**src/rtl/if_spi_slave_if.sv**
```systemverilog
// if_spi_slave_if: SPI pins plus RX write / TX show-ahead read FIFO ports of the SPI responder
interface if_spi_slave_if;
  logic       n_cs;
  logic       sclk;
  logic       mosi;
  logic       miso;
  logic       miso_oe;
  logic [7:0] tx_data;
  logic       tx_empty;
  logic       tx_rdreq;
  logic [7:0] rx_data;
  logic       rx_wrreq;
  logic       frame_done;
  logic       frame_err;
  logic       tx_underrun;
  modport slave (
    input  n_cs, sclk, mosi, tx_data, tx_empty,
    output miso, miso_oe, tx_rdreq, rx_data, rx_wrreq, frame_done, frame_err, tx_underrun
  );
  modport master (
    output n_cs, sclk, mosi, tx_data, tx_empty,
    input  miso, miso_oe, tx_rdreq, rx_data, rx_wrreq, frame_done, frame_err, tx_underrun
  );
endinterface

```
**src/rtl/if_spi_slave.sv**
```systemverilog
// if_spi_slave: oversampled SPI responder, MSB-first, with FIFO-style RX write and show-ahead TX read ports
module if_spi_slave #(
  parameter logic       CPOL            = 1'b0,
  parameter logic       CPHA            = 1'b0,
  parameter logic [7:0] BYTES_PER_FRAME = 8'd2,
  parameter logic [7:0] FILL_BYTE       = 8'h00
) (
  input logic           sys_clk,
  input logic           n_rst,
  if_spi_slave_if.slave io_spi
);
  typedef enum logic {IDLE, ACTIVE} state_t;
  state_t     r_state, w_next;
  logic [2:0] r_cs, r_sck;
  logic [1:0] r_mo;
  logic       r_warm, r_armed;
  logic [2:0] r_bit_cnt;
  logic [7:0] r_byte_cnt;
  logic [6:0] r_rx_shift;
  logic [7:0] r_tx_byte, r_rx_data;
  logic       r_miso, r_oe, r_rx_wrreq, r_tx_rdreq, r_tx_underrun, r_frame_done, r_frame_err;
  logic       w_cs_fall, w_cs_rise, w_sck_edge, w_lead, w_trail;
  logic       w_start, w_end, w_smp, w_shf, w_byte_done, w_load, w_good;
  logic [7:0] w_load_byte;
  // bit 0 = sync stage 1, bit 1 = sync stage 2, bit 2 = history
  always_ff @(posedge sys_clk or negedge n_rst) begin
    if (!n_rst) begin
      r_cs    <= 3'b111;
      r_sck   <= {3{CPOL}};
      r_mo    <= 2'b00;
      r_warm  <= 1'b0;
      r_armed <= 1'b0;
    end else begin
      r_cs    <= {r_cs[1:0], io_spi.n_cs};
      r_sck   <= {r_sck[1:0], io_spi.sclk};
      r_mo    <= {r_mo[0], io_spi.mosi};
      r_warm  <= 1'b1;
      r_armed <= r_armed | (r_warm & (&r_cs));
    end
  end
  // a frame may only start once n_cs has really been seen high after reset
  assign w_cs_fall   = r_armed & ~r_cs[1] & r_cs[2];
  assign w_cs_rise   = r_cs[1] & ~r_cs[2];
  assign w_sck_edge  = r_sck[1] ^ r_sck[2];
  assign w_lead      = w_sck_edge & (r_sck[2] == CPOL);
  assign w_trail     = w_sck_edge & (r_sck[1] == CPOL);
  assign w_load_byte = io_spi.tx_empty ? FILL_BYTE : io_spi.tx_data;
  assign w_good      = (r_bit_cnt == 3'd0) && (r_byte_cnt == BYTES_PER_FRAME);
  always_ff @(posedge sys_clk or negedge n_rst) begin
    if (!n_rst) r_state <= IDLE;
    else r_state <= w_next;
  end
  always_comb begin
    w_start     = (r_state == IDLE) & w_cs_fall;
    w_end       = (r_state == ACTIVE) & w_cs_rise;
    w_smp       = (r_state == ACTIVE) & ~w_cs_rise & (CPHA ? w_trail : w_lead);
    w_shf       = (r_state == ACTIVE) & ~w_cs_rise & (CPHA ? w_lead : w_trail);
    w_byte_done = w_smp & (r_bit_cnt == 3'd7);
    w_load      = w_start | w_byte_done;
    w_next      = w_start ? ACTIVE : w_end ? IDLE : r_state;
  end
  always_ff @(posedge sys_clk or negedge n_rst) begin
    if (!n_rst) begin
      r_bit_cnt     <= 3'd0;
      r_byte_cnt    <= 8'd0;
      r_rx_shift    <= 7'd0;
      r_tx_byte     <= 8'd0;
      r_rx_data     <= 8'd0;
      r_miso        <= 1'b0;
      r_oe          <= 1'b0;
      r_rx_wrreq    <= 1'b0;
      r_tx_rdreq    <= 1'b0;
      r_tx_underrun <= 1'b0;
      r_frame_done  <= 1'b0;
      r_frame_err   <= 1'b0;
    end else begin
      r_rx_wrreq    <= w_byte_done;
      r_tx_rdreq    <= w_load & ~io_spi.tx_empty;
      r_tx_underrun <= w_load & io_spi.tx_empty;
      r_frame_done  <= w_end & w_good;
      r_frame_err   <= w_end & ~w_good;
      if (w_load) r_tx_byte <= w_load_byte;
      if (w_start) begin
        r_bit_cnt  <= 3'd0;
        r_byte_cnt <= 8'd0;
        r_oe       <= 1'b1;
        r_miso     <= CPHA ? 1'b0 : w_load_byte[7];
      end
      if (w_end) begin
        r_oe   <= 1'b0;
        r_miso <= 1'b0;
      end
      if (w_smp) begin
        r_rx_shift <= {r_rx_shift[5:0], r_mo[1]};
        r_bit_cnt  <= r_bit_cnt + 3'd1;
      end
      if (w_byte_done) begin
        r_rx_data <= {r_rx_shift, r_mo[1]};
        if (r_byte_cnt != 8'hFF) r_byte_cnt <= r_byte_cnt + 8'd1;
      end
      // bit index 7-bit_cnt covers both phases and the fresh byte after a boundary
      if (w_shf) r_miso <= r_tx_byte[~r_bit_cnt];
    end
  end
  assign io_spi.miso        = r_miso;
  assign io_spi.miso_oe     = r_oe;
  assign io_spi.rx_data     = r_rx_data;
  assign io_spi.rx_wrreq    = r_rx_wrreq;
  assign io_spi.tx_rdreq    = r_tx_rdreq;
  assign io_spi.tx_underrun = r_tx_underrun;
  assign io_spi.frame_done  = r_frame_done;
  assign io_spi.frame_err   = r_frame_err;
endmodule

```
**src/flat_wrapper.sv**
```systemverilog
// flat-port wrapper written by rule: the top's interface ports become plain ports
module if_spi_slave_flat 
#(
  parameter logic       CPOL            = 1'b0,
  parameter logic       CPHA            = 1'b0,
  parameter logic [7:0] BYTES_PER_FRAME = 8'd2,
  parameter logic [7:0] FILL_BYTE       = 8'h00
)
  (sys_clk, n_rst, io_spi_n_cs, io_spi_sclk, io_spi_mosi, io_spi_tx_data, io_spi_tx_empty, io_spi_miso, io_spi_miso_oe, io_spi_tx_rdreq, io_spi_rx_data, io_spi_rx_wrreq, io_spi_frame_done, io_spi_frame_err, io_spi_tx_underrun);
  if_spi_slave_if io_spi_i ();
  input logic sys_clk;
  input logic n_rst;
  input wire logic [$bits(io_spi_i.n_cs)-1:0] io_spi_n_cs;
  input wire logic [$bits(io_spi_i.sclk)-1:0] io_spi_sclk;
  input wire logic [$bits(io_spi_i.mosi)-1:0] io_spi_mosi;
  input wire logic [$bits(io_spi_i.tx_data)-1:0] io_spi_tx_data;
  input wire logic [$bits(io_spi_i.tx_empty)-1:0] io_spi_tx_empty;
  output wire logic [$bits(io_spi_i.miso)-1:0] io_spi_miso;
  output wire logic [$bits(io_spi_i.miso_oe)-1:0] io_spi_miso_oe;
  output wire logic [$bits(io_spi_i.tx_rdreq)-1:0] io_spi_tx_rdreq;
  output wire logic [$bits(io_spi_i.rx_data)-1:0] io_spi_rx_data;
  output wire logic [$bits(io_spi_i.rx_wrreq)-1:0] io_spi_rx_wrreq;
  output wire logic [$bits(io_spi_i.frame_done)-1:0] io_spi_frame_done;
  output wire logic [$bits(io_spi_i.frame_err)-1:0] io_spi_frame_err;
  output wire logic [$bits(io_spi_i.tx_underrun)-1:0] io_spi_tx_underrun;
  assign io_spi_i.n_cs = io_spi_n_cs;
  assign io_spi_i.sclk = io_spi_sclk;
  assign io_spi_i.mosi = io_spi_mosi;
  assign io_spi_i.tx_data = io_spi_tx_data;
  assign io_spi_i.tx_empty = io_spi_tx_empty;
  assign io_spi_miso = io_spi_i.miso;
  assign io_spi_miso_oe = io_spi_i.miso_oe;
  assign io_spi_tx_rdreq = io_spi_i.tx_rdreq;
  assign io_spi_rx_data = io_spi_i.rx_data;
  assign io_spi_rx_wrreq = io_spi_i.rx_wrreq;
  assign io_spi_frame_done = io_spi_i.frame_done;
  assign io_spi_frame_err = io_spi_i.frame_err;
  assign io_spi_tx_underrun = io_spi_i.tx_underrun;
  if_spi_slave #(.CPOL(CPOL), .CPHA(CPHA), .BYTES_PER_FRAME(BYTES_PER_FRAME), .FILL_BYTE(FILL_BYTE)) u_core (.sys_clk(sys_clk), .n_rst(n_rst), .io_spi(io_spi_i));
endmodule
```
**config.mk**
```make
export PLATFORM = sky130hd
export DESIGN_NAME = if_spi_slave_flat
export DESIGN_NICKNAME = d
export VERILOG_FILES = /design/src/rtl/if_spi_slave_if.sv /design/src/rtl/if_spi_slave.sv /design/src/flat_wrapper.sv
export SDC_FILE = /design/constraint.sdc
export NUM_CORES = 1
export LEC_CHECK = 0
export ABC_CLOCK_PERIOD_IN_PS = 4180
export CORE_ASPECT_RATIO = 0.9
export CORE_MARGIN = 10
export CORE_UTILIZATION = 58
export CTS_CLUSTER_SIZE = 14
export DETAILED_ROUTE_END_ITERATION = 6
export GPL_ROUTABILITY_DRIVEN = 1
export PLACE_DENSITY = 0.95
export SLEW_MARGIN = 10
export SYNTH_ARGS = -nofsm -noshare
export SYNTH_HDL_FRONTEND = slang
export SYNTH_SLANG_ARGS = --single-unit
```
**constraint.sdc**
```tcl
create_clock -name sys_clk -period 4.18 [get_ports sys_clk]
set_clock_uncertainty 0.2 [all_clocks]
set_input_delay 0.627 -clock sys_clk [delete_from_list [all_inputs] [get_ports sys_clk]]
set_output_delay 0.627 -clock sys_clk [all_outputs]
set_load 0.02 [all_outputs]
```
Yosys cells after proc, flatten, opt, wreduce, memory -nomap -nowiden:

Cells that the tools add are included.

* word-level logic and storage cells: 73
* bits in registers: 52

* add/sub/neg operators: 2
* reduce and logical (&&, ||, !) cells: 6
* bitwise gates (word level): 28
* magnitude comparators: 1
* eq/ne operators: 3
* muxes and demuxes: 15

Operators by type and width (count)
* 2-to-1 mux 8 bit: 4
* bitwise AND 1 bit: 16
* adder 8 x 1 -> 8 bit, second input constant: 1
* == test 8 x 2 -> 1 bit, second input constant: 1
* 2-to-1 mux 1 bit: 8
* != test 8 bit, second input constant: 1
* NOT 1 bit: 8
* 2-to-1 mux 3 bit: 2
* < comparator 3 x 4 -> 1 bit, second input constant: 1
* nonzero test 2 bit: 2
* adder 3 x 1 -> 3 bit, second input constant: 1
* binary-select mux 1 bit (select 3 bit): 1
* == test 3 bit, second input constant: 1
* logical NOT 3 bit: 1
* NOT 3 bit: 1
* AND reduction 3 bit: 1
* nonzero test 3 bit: 1
* bitwise OR 1 bit: 2
* logical AND 1 bit: 1
* bitwise XOR 1 bit: 1

Depth between registers and ports, before layout:

Gate-level depths: netlist (run 1).

* depth in word-level cells: 8
* mapped depth: 8
* mapped depth without buffers: 7

Worst setup path before layout (run 1):

No wires, ideal clock.

* path type: flip-flop to flip-flop
* start point: reg u_core.r_bit_cnt[1]
* end point: reg u_core.r_byte_cnt[5]
* cell stages (with the launch flop): 7
* buffers on the path: 0
* required time: 3.890 ns
* arrival time: 1.562 ns
* library setup time: 0.090 ns
* setup slack: 2.328 ns
* cell sequence: dfrtp_1 -> ha_1 -> ha_1 -> and3b_2 -> nand3_4 -> or4_1 -> o221ai_1

* cells in the longest elaborated chain, start to end: 3

RTL lines
* from (decl): RTL line if_spi_slave.sv:17 `logic [2:0] r_bit_cnt;`
* from (signal assigned): RTL line if_spi_slave.sv:95 `r_bit_cnt <= r_bit_cnt + 3'd1;`
* == test 3 bit: RTL line if_spi_slave.sv:58 `w_byte_done = w_smp & (r_bit_cnt == 3'd7);`
* bitwise AND 1 bit: RTL line if_spi_slave.sv:58
* 2-to-1 mux 8 bit: RTL line if_spi_slave.sv:97 `if (w_byte_done) begin`
* to (signal assigned): RTL line if_spi_slave.sv:99 `if (r_byte_cnt != 8'hFF) r_byte_cnt <= r_byte_cnt + 8'd1;`
* to (decl): RTL line if_spi_slave.sv:18 `logic [7:0] r_byte_cnt;`

No other way between the ends.
A chain may end at the register's enable or synchronous reset.

Final worst setup path (run 1):

* start point: reg u_core.r_bit_cnt[0]
* end point: reg u_core.r_byte_cnt[5]

The elaborated chain is that of the path after synthesis.

==> reports/metrics.cfg, run 1 <==
[outcome]
outcome = finished, final reports clean

[timing]
drv_slew = 0
tns_ps = 0
rsz0062_at_grt = no
fmax_mhz = 400
tightest_slew_ps = 1070
period_needed_ps = 2500
slew_headroom = 0.284
fin_crit_sh = 0.597
hold_viol_final = 0
setup_violations = 0

[clocking]
cts_tree = built
postCtsSetupBuffers = 0
h-tree-depth = 2
ctsResizeCount = 0
cts_root_buffer = clkbuf_8
cts_buffer_depth = 2
clk-insertion-delay-late_ps = 310
hold_buffers = 0
clock_sinks = 52
cts_buffers = 5
cts.clk_slew.worst_paths_ps = 90

[detailed_routing]
route.detailed.drc = 0
ant_nets = 0
wl_um = 4010
routedWlPerCell_um = 14.5
first_pass_iters = 4
viasPerCell = 5.50
first_iter_violations = 180
num_vias = 1517

[worst_setup_path]
cp-start-kind = flip-flop
startpoint = u_core.r_bit_cnt[0]
timing.rr.end = u_core.r_byte_cnt[5]
required_ps = 4200
r2r_slack_ps = 1680
setup.worst_path.class = reg -> reg
r2r_start = u_core.r_bit_cnt[0]
rr_worst_depth = 7
crit_fanout = 18
end_kind = flip-flop
cp_data_arrival_time_ps = 2520

[layout]
syn_to_final_growth_pct = 18.7
instances_no_fill = 276
diodes = 0
nets = 248
layout-drive-gt1-share = 0.113

[synth]
yosysUniqueCellTypes = 43
ys_seq_area_frac = 0.582
synth_edf_count = 0
async_flop_share = 1.00
synth.cell_area_mm2 = 0.00224
syn_nets = 222
yosys_warnings = 0
syn_avg_cell_area_um2 = 11.1
postSynthCellCount = 203
synth-seq-cells = 52
synth_ff_type = dfrtp_1

[global_routing]
grt_pass1_vias = 1563
antenna_found_initial = 0
grtUsageTotal = 0.131
grt_max_degree = 53
grt-ovfl-total = 0
grt_pass1_wl_um = 7190

[placement]
portBuffers = 28
dp.cells = 268
hpwlAfterDp_um = 2840
gp_congestion = 0.767

[die]
ioPinCount = 29
die_h_um = 79
start_util = 0.601
die_area_mm2 = 0.00676
placementRows = 21
fp.coreArea_mm2 = 0.00373
die_w_um = 85.6

[worst_hold_path]
hold_path_end = u_core.r_sck[1]
hold_start = u_core.r_sck[0]
worstHoldPathCells = 0
min_path_type = reg -> reg

[pwr]
power_density_mw_per_mm2 = 466
p_leak_uw = 0.00120
vdd_drop_max_mv = 0.402

[job]
cap_violations = 0

-- worst max path at each step --
stage                                end  slack, ps  cells past startpoint
global placement    u_core.r_byte_cnt[5]       1880                      7
global route        u_core.r_byte_cnt[1]       1480                      7
finish              u_core.r_byte_cnt[5]       1680                      7
floorplan           u_core.r_byte_cnt[5]       2330                      6
detailed placement  u_core.r_byte_cnt[5]       1760                      7
CTS                 u_core.r_byte_cnt[5]       1700                      7
-- cell usage after synthesis (all sizes together) (2+ instances only) --
master	count	area share
nand2	41	0.069
a31oi	2	0.012
dfrtp	49	0.55
nor2	6	0.010
nand3	10	0.028
mux2	8	0.040
inv	8	0.013
o221ai	2	0.0078
nor4	2	0.0056
or3	3	0.0084
and3	2	0.0056
ha	5	0.028
o21ai	16	0.036
buf	8	0.021
o211ai	5	0.017
mux2i	2	0.0089
dfstp	3	0.035
nand2b	10	0.028
nand4	2	0.0056
-- sequential cells by signal, indices dropped and copies added (netlist names) --
register                   count
u_core.io_spi.tx_underrun      1
u_core.io_spi.tx_rdreq         1
u_core.io_spi.rx_data          8
u_core.r_state                 1
u_core.r_sck                   3
u_core.r_armed                 1
u_core.r_byte_cnt              8
u_core.r_bit_cnt               3
u_core.io_spi.rx_wrreq         1
u_core.io_spi.miso             1
u_core.io_spi.miso_oe          1
u_core.r_cs                    3
u_core.r_mo                    2
u_core.r_warm                  1
u_core.r_rx_shift              7
u_core.io_spi.frame_err        1
u_core.r_tx_byte               8
u_core.io_spi.frame_done       1
-- cell usage in the layout, fill, tap and decap left out, types with 5 or more instances in the layout --
master           count
inv_1                8
mux2_2               8
ha_1                 5
dfrtp_1             49
o21ai_0             15
nor2_1               6
nand3_1              9
nand2_1             41
clkbuf_8             5
o211ai_1             5
nand2b_1            10
clkdlybuf4s50_1     27
-- cells by family after synthesis --
logic type,share of synthesized area
and+or+nand+nor,0.195
DFF,0.582
adders and majority gates,0.0279
buffers and inverters,0.0362
other,0.00167
xor gates and xnor gates,0.00781
AOI/OAI and AO/OA,0.0904
muxes,0.0591
-- where the power goes --
part	total, uW	internal (uW)	leakage (uW)	switching [uW]
combinational	196	105	0.000455	91.0
clock	407	241	0.0000687	166
sequential	639	577	0.000676	61.3
-- per-layer routing --
layer | global-route usage | wire, um
met2 | 0.202 | 1960
met5 | 0 | 0
met1 | 0.159 | 1750
met4 | 0.0674 | 57
met3 | 0.0429 | 236
-- through the flow --
step | setup slack (ps) | power, uW | util | cell area, um2 | hold WS [ps]
floorplan | 2330 | 770 | - | 2240 | 131
global placement | 1880 | 831 | 0.677 | 2520 | 134
detailed placement | 1760 | 844 | 0.677 | 2520 | 139
CTS | 1700 | 1250 | 0.714 | 2660 | 163
global route | 1480 | 1310 | 0.714 | 2660 | 168
finish | 1680 | 1240 | 0.714 | 2660 | 161
-- critical path, stage by stage (launching register included) --
cell and delay (ps):
dfrtp_1 490, ha_1 210, ha_1 140, and3b_2 250, nand3_4 200, inv_1 340, o21ai_0 310, o221ai_1 260
-- final cells by class --
class	count	area, um2
sequential	52	1310
clock buffer	5	68.8
multi-input combinational	134	857
timing repair buffer	28	275
inverter	8	30.0
fill	264	1070
tap	46	57.6
clock inverter	3	68.8
No activity file was read; power rests on OpenSTA's default activity.
==> inputs of run 2 (changes only) <==
--- a/config.mk
+++ b/config.mk
@@ -5,14 +5,14 @@
 export SDC_FILE = /design/constraint.sdc
 export NUM_CORES = 1
 export LEC_CHECK = 0
-export ABC_CLOCK_PERIOD_IN_PS = 4180
+export ABC_CLOCK_PERIOD_IN_PS = 2390
 export CORE_ASPECT_RATIO = 0.9
 export CORE_MARGIN = 10
-export CORE_UTILIZATION = 58
+export CORE_UTILIZATION = 54
 export CTS_CLUSTER_SIZE = 14
 export DETAILED_ROUTE_END_ITERATION = 6
 export GPL_ROUTABILITY_DRIVEN = 1
-export PLACE_DENSITY = 0.95
+export PLACE_DENSITY = 0.9
 export SLEW_MARGIN = 10
 export SYNTH_ARGS = -nofsm -noshare
 export SYNTH_HDL_FRONTEND = slang
==> constraint.sdc (replaced) <==
create_clock -name sys_clk -period 2.39 [get_ports sys_clk]
set_clock_uncertainty 0.2 [all_clocks]
set_input_delay 0.3585 -clock sys_clk [delete_from_list [all_inputs] [get_ports sys_clk]]
set_output_delay 0.3585 -clock sys_clk [all_outputs]
set_load 0.02 [all_outputs]
==> run 2 against run 1 <==
  * Clock power grew 24%
  * Via count increased by 2.4%
  * Total power up 59%
  * Wire length shrank 0.75%
  * Largest power group unchanged
  * Highest routed layer unchanged
==> reports/metrics.cfg, run 2 (synthesis results as in run 1) <==
[worst_hold_path]
hold_start = u_core.r_sck[0]  ; unchanged
min_path_type = reg -> reg  ; unchanged

[worst_setup_path]
startpoint = u_core.r_bit_cnt[1]  ; was u_core.r_bit_cnt[0]
r2r_start = u_core.r_bit_cnt[1]  ; was u_core.r_bit_cnt[0]
required_ps = 2350  ; was 4200 ps
critPathSlowestCell = o21ai_0  ; was dfrtp_1
crit_fanout = 18  ; unchanged
slowest_delay_ps = 440  ; was 490 ps
path_cells = ha_1 -> ha_1 -> and3b_2 -> nand3_4 -> o21ai_0 -> o221ai_1  ; was ha_1 -> ha_1 -> and3b_2 -> nand3_4 -> inv_1 -> o21ai_0 -> o221ai_1
cp-start-kind = flip-flop  ; unchanged
crit_buf_inv = 0  ; was 1
cp_data_arrival_time_ps = 2090  ; was 2520 ps
r2r_slack_ps = 260  ; was 1680 ps
crit_top_cell = ha_1  ; unchanged
end_kind = flip-flop  ; unchanged
setup.worst_path.class = reg -> reg  ; unchanged
crit_family = compound AO/OA/AOI/OAI gates  ; unchanged

[clocking]
h-tree-depth = 2  ; unchanged
ctsResizeCount = 0  ; unchanged
cts_buffers = 5  ; unchanged
cts_tree = built  ; unchanged
clock_sinks = 52  ; unchanged
clk-insertion-delay-late_ps = 300  ; was 310 ps
cts.clk_slew.worst_paths_ps = 80  ; was 90 ps
cts_root_buffer = clkbuf_8  ; unchanged
cts_buffer_depth = 2  ; unchanged

[timing]
fmax_mhz = 469  ; was 400 MHz
drv_slew = 0  ; unchanged
tightest_slew_ps = 594  ; was 1070 ps
rsz0062_at_grt = no  ; unchanged
slew_headroom = 0.604  ; was 0.284
fin_crit_sh = 0.893  ; was 0.597
tns_ps = 0  ; unchanged
hold_viol_final = 0  ; unchanged
setup_violations = 0  ; unchanged
period_needed_ps = 2130  ; was 2500 ps

[detailed_routing]
ant_nets = 0  ; unchanged
route.detailed.drc = 0  ; unchanged
wl_um = 3980  ; was 4010 um
routedWlPerCell_um = 14.0  ; was 14.5 um
num_vias = 1553  ; was 1517
first_pass_iters = 4  ; unchanged
first_iter_violations = 129  ; was 180
viasPerCell = 5.47  ; was 5.50

[pwr]
p_int_uw = 1440  ; was 923 uW
power.switching_uw = 529  ; was 318 uW
p_leak_uw = 0.00121  ; was 0.00120 uW
pwr-share-clk = 0.255  ; was 0.328
total_power_uw = 1970  ; was 1240 uW
p_sw_frac = 0.268  ; was 0.256
power_density_mw_per_mm2 = 736  ; was 466 mW/mm2
power_frac_seq = 0.559  ; was 0.515
vdd_drop_max_mv = 0.658  ; was 0.402 mV
combPwrFrac = 0.186  ; was 0.158

[die]
die_area_mm2 = 0.00714  ; was 0.00676 mm2
placementRows = 22  ; was 21
start_util = 0.554  ; was 0.601
die_w_um = 87.9  ; was 85.6 um
ioPinCount = 29  ; unchanged
die_h_um = 81.1  ; was 79 um
fp.coreArea_mm2 = 0.00405  ; was 0.00373 mm2

[job]
cap_violations = 0  ; unchanged

[layout]
layout_common_cells = dfrtp_1, nand2_1, clkdlybuf4s50_1  ; unchanged
layout-drive-gt1-share = 0.127  ; was 0.113
instances_no_fill = 284  ; was 276
diodes = 0  ; unchanged
nFillCells = 308  ; was 264
nets = 254  ; was 248
syn_to_final_growth_pct = 19.5  ; was 18.7%
final_common_cell = dfrtp_1  ; unchanged

[placement]
portBuffers = 28  ; unchanged
hpwlAfterDp_um = 2870  ; was 2840 um
dp.cells = 275  ; was 268
gp_congestion = 0.814  ; was 0.767

[global_routing]
antenna_found_initial = 0  ; unchanged
grt_max_degree = 28  ; was 53
grt_pass1_wl_um = 7060  ; was 7190 um
grt_pass1_vias = 1527  ; was 1563
grtUsageTotal = 0.123  ; was 0.131
grt-ovfl-total = 0  ; unchanged

[outcome]
outcome = finished, final reports clean  ; unchanged

==> run 2: cell types whose count changed in the layout (fill, tap and decap cells not counted), sizes merged <==
cell and delta:
inv -1, buf +5, clkbuf +2, dlygate4sd3 +1, bufinv -2, clkinvlp +1
==> run 2: metal layers <==
layer	up-vias	global-route usage	routed length [um]
li1	762	-	-
met1	750	0.155	1800
met2	35	0.190	1880
met3	6	0.0400	235
met4	0	0.0525	65
met5	-	0	0
==> run 2: final timing paths <==
| check | end | cells after the start |
|---|---|---|
| setup / recovery | u_core.r_byte_cnt[5] | 6 |
| hold / removal | u_core.r_sck[1] | 0 |
| setup reg to reg | u_core.r_byte_cnt[5] | 6 |
| hold reg to reg | u_core.r_sck[1] | 0 |
| max in group asynchronous | u_core.io_spi.rx_data[6] | 3 |
| min in group asynchronous | u_core.io_spi.frame_err | 2 |
==> run 2: cell type report <==
class	count	area, um2	share of cell area
sequential	52	1310	0.487
multi-input combinational	134	857	0.320
timing repair buffer	34	335	0.125
clock buffer	7	86.3	0.0322
tap	48	60.1	0.0224
inverter	8	30.0	0.0112
clock inverter	1	7.51	0.00280
==> run 2: per-stage QoR <==
stage	worst slack [ps]	cell area, um2	hold WS (ps)	utilization
global route	65.2	2680	170	0.663
finish	256	2680	164	0.663
CTS	244	2680	167	0.663
global placement	359	2580	134	0.637
floorplan	538	2240	-137	-
detailed placement	257	2580	147	0.637
==> run 2: repair_timing <==
| action | 4_1_cts | 5_1_grt |
|---|---|---|
| hold buffers | 1 | 0 |
| endpoints found under the hold margin | 23 | 0 |
| setup buffers | 0 | 0 |
==> run 2: power groups by stage <==
stage	combinational (uW)	clock, uW	sequential (uW)
2_1_floorplan	238	0	1110
3_3_place_gp	359	0	1110
3_5_place_dp	367	0	1120
4_1_cts	371	510	1100
5_1_grt	413	547	1130
6_report	367	503	1100
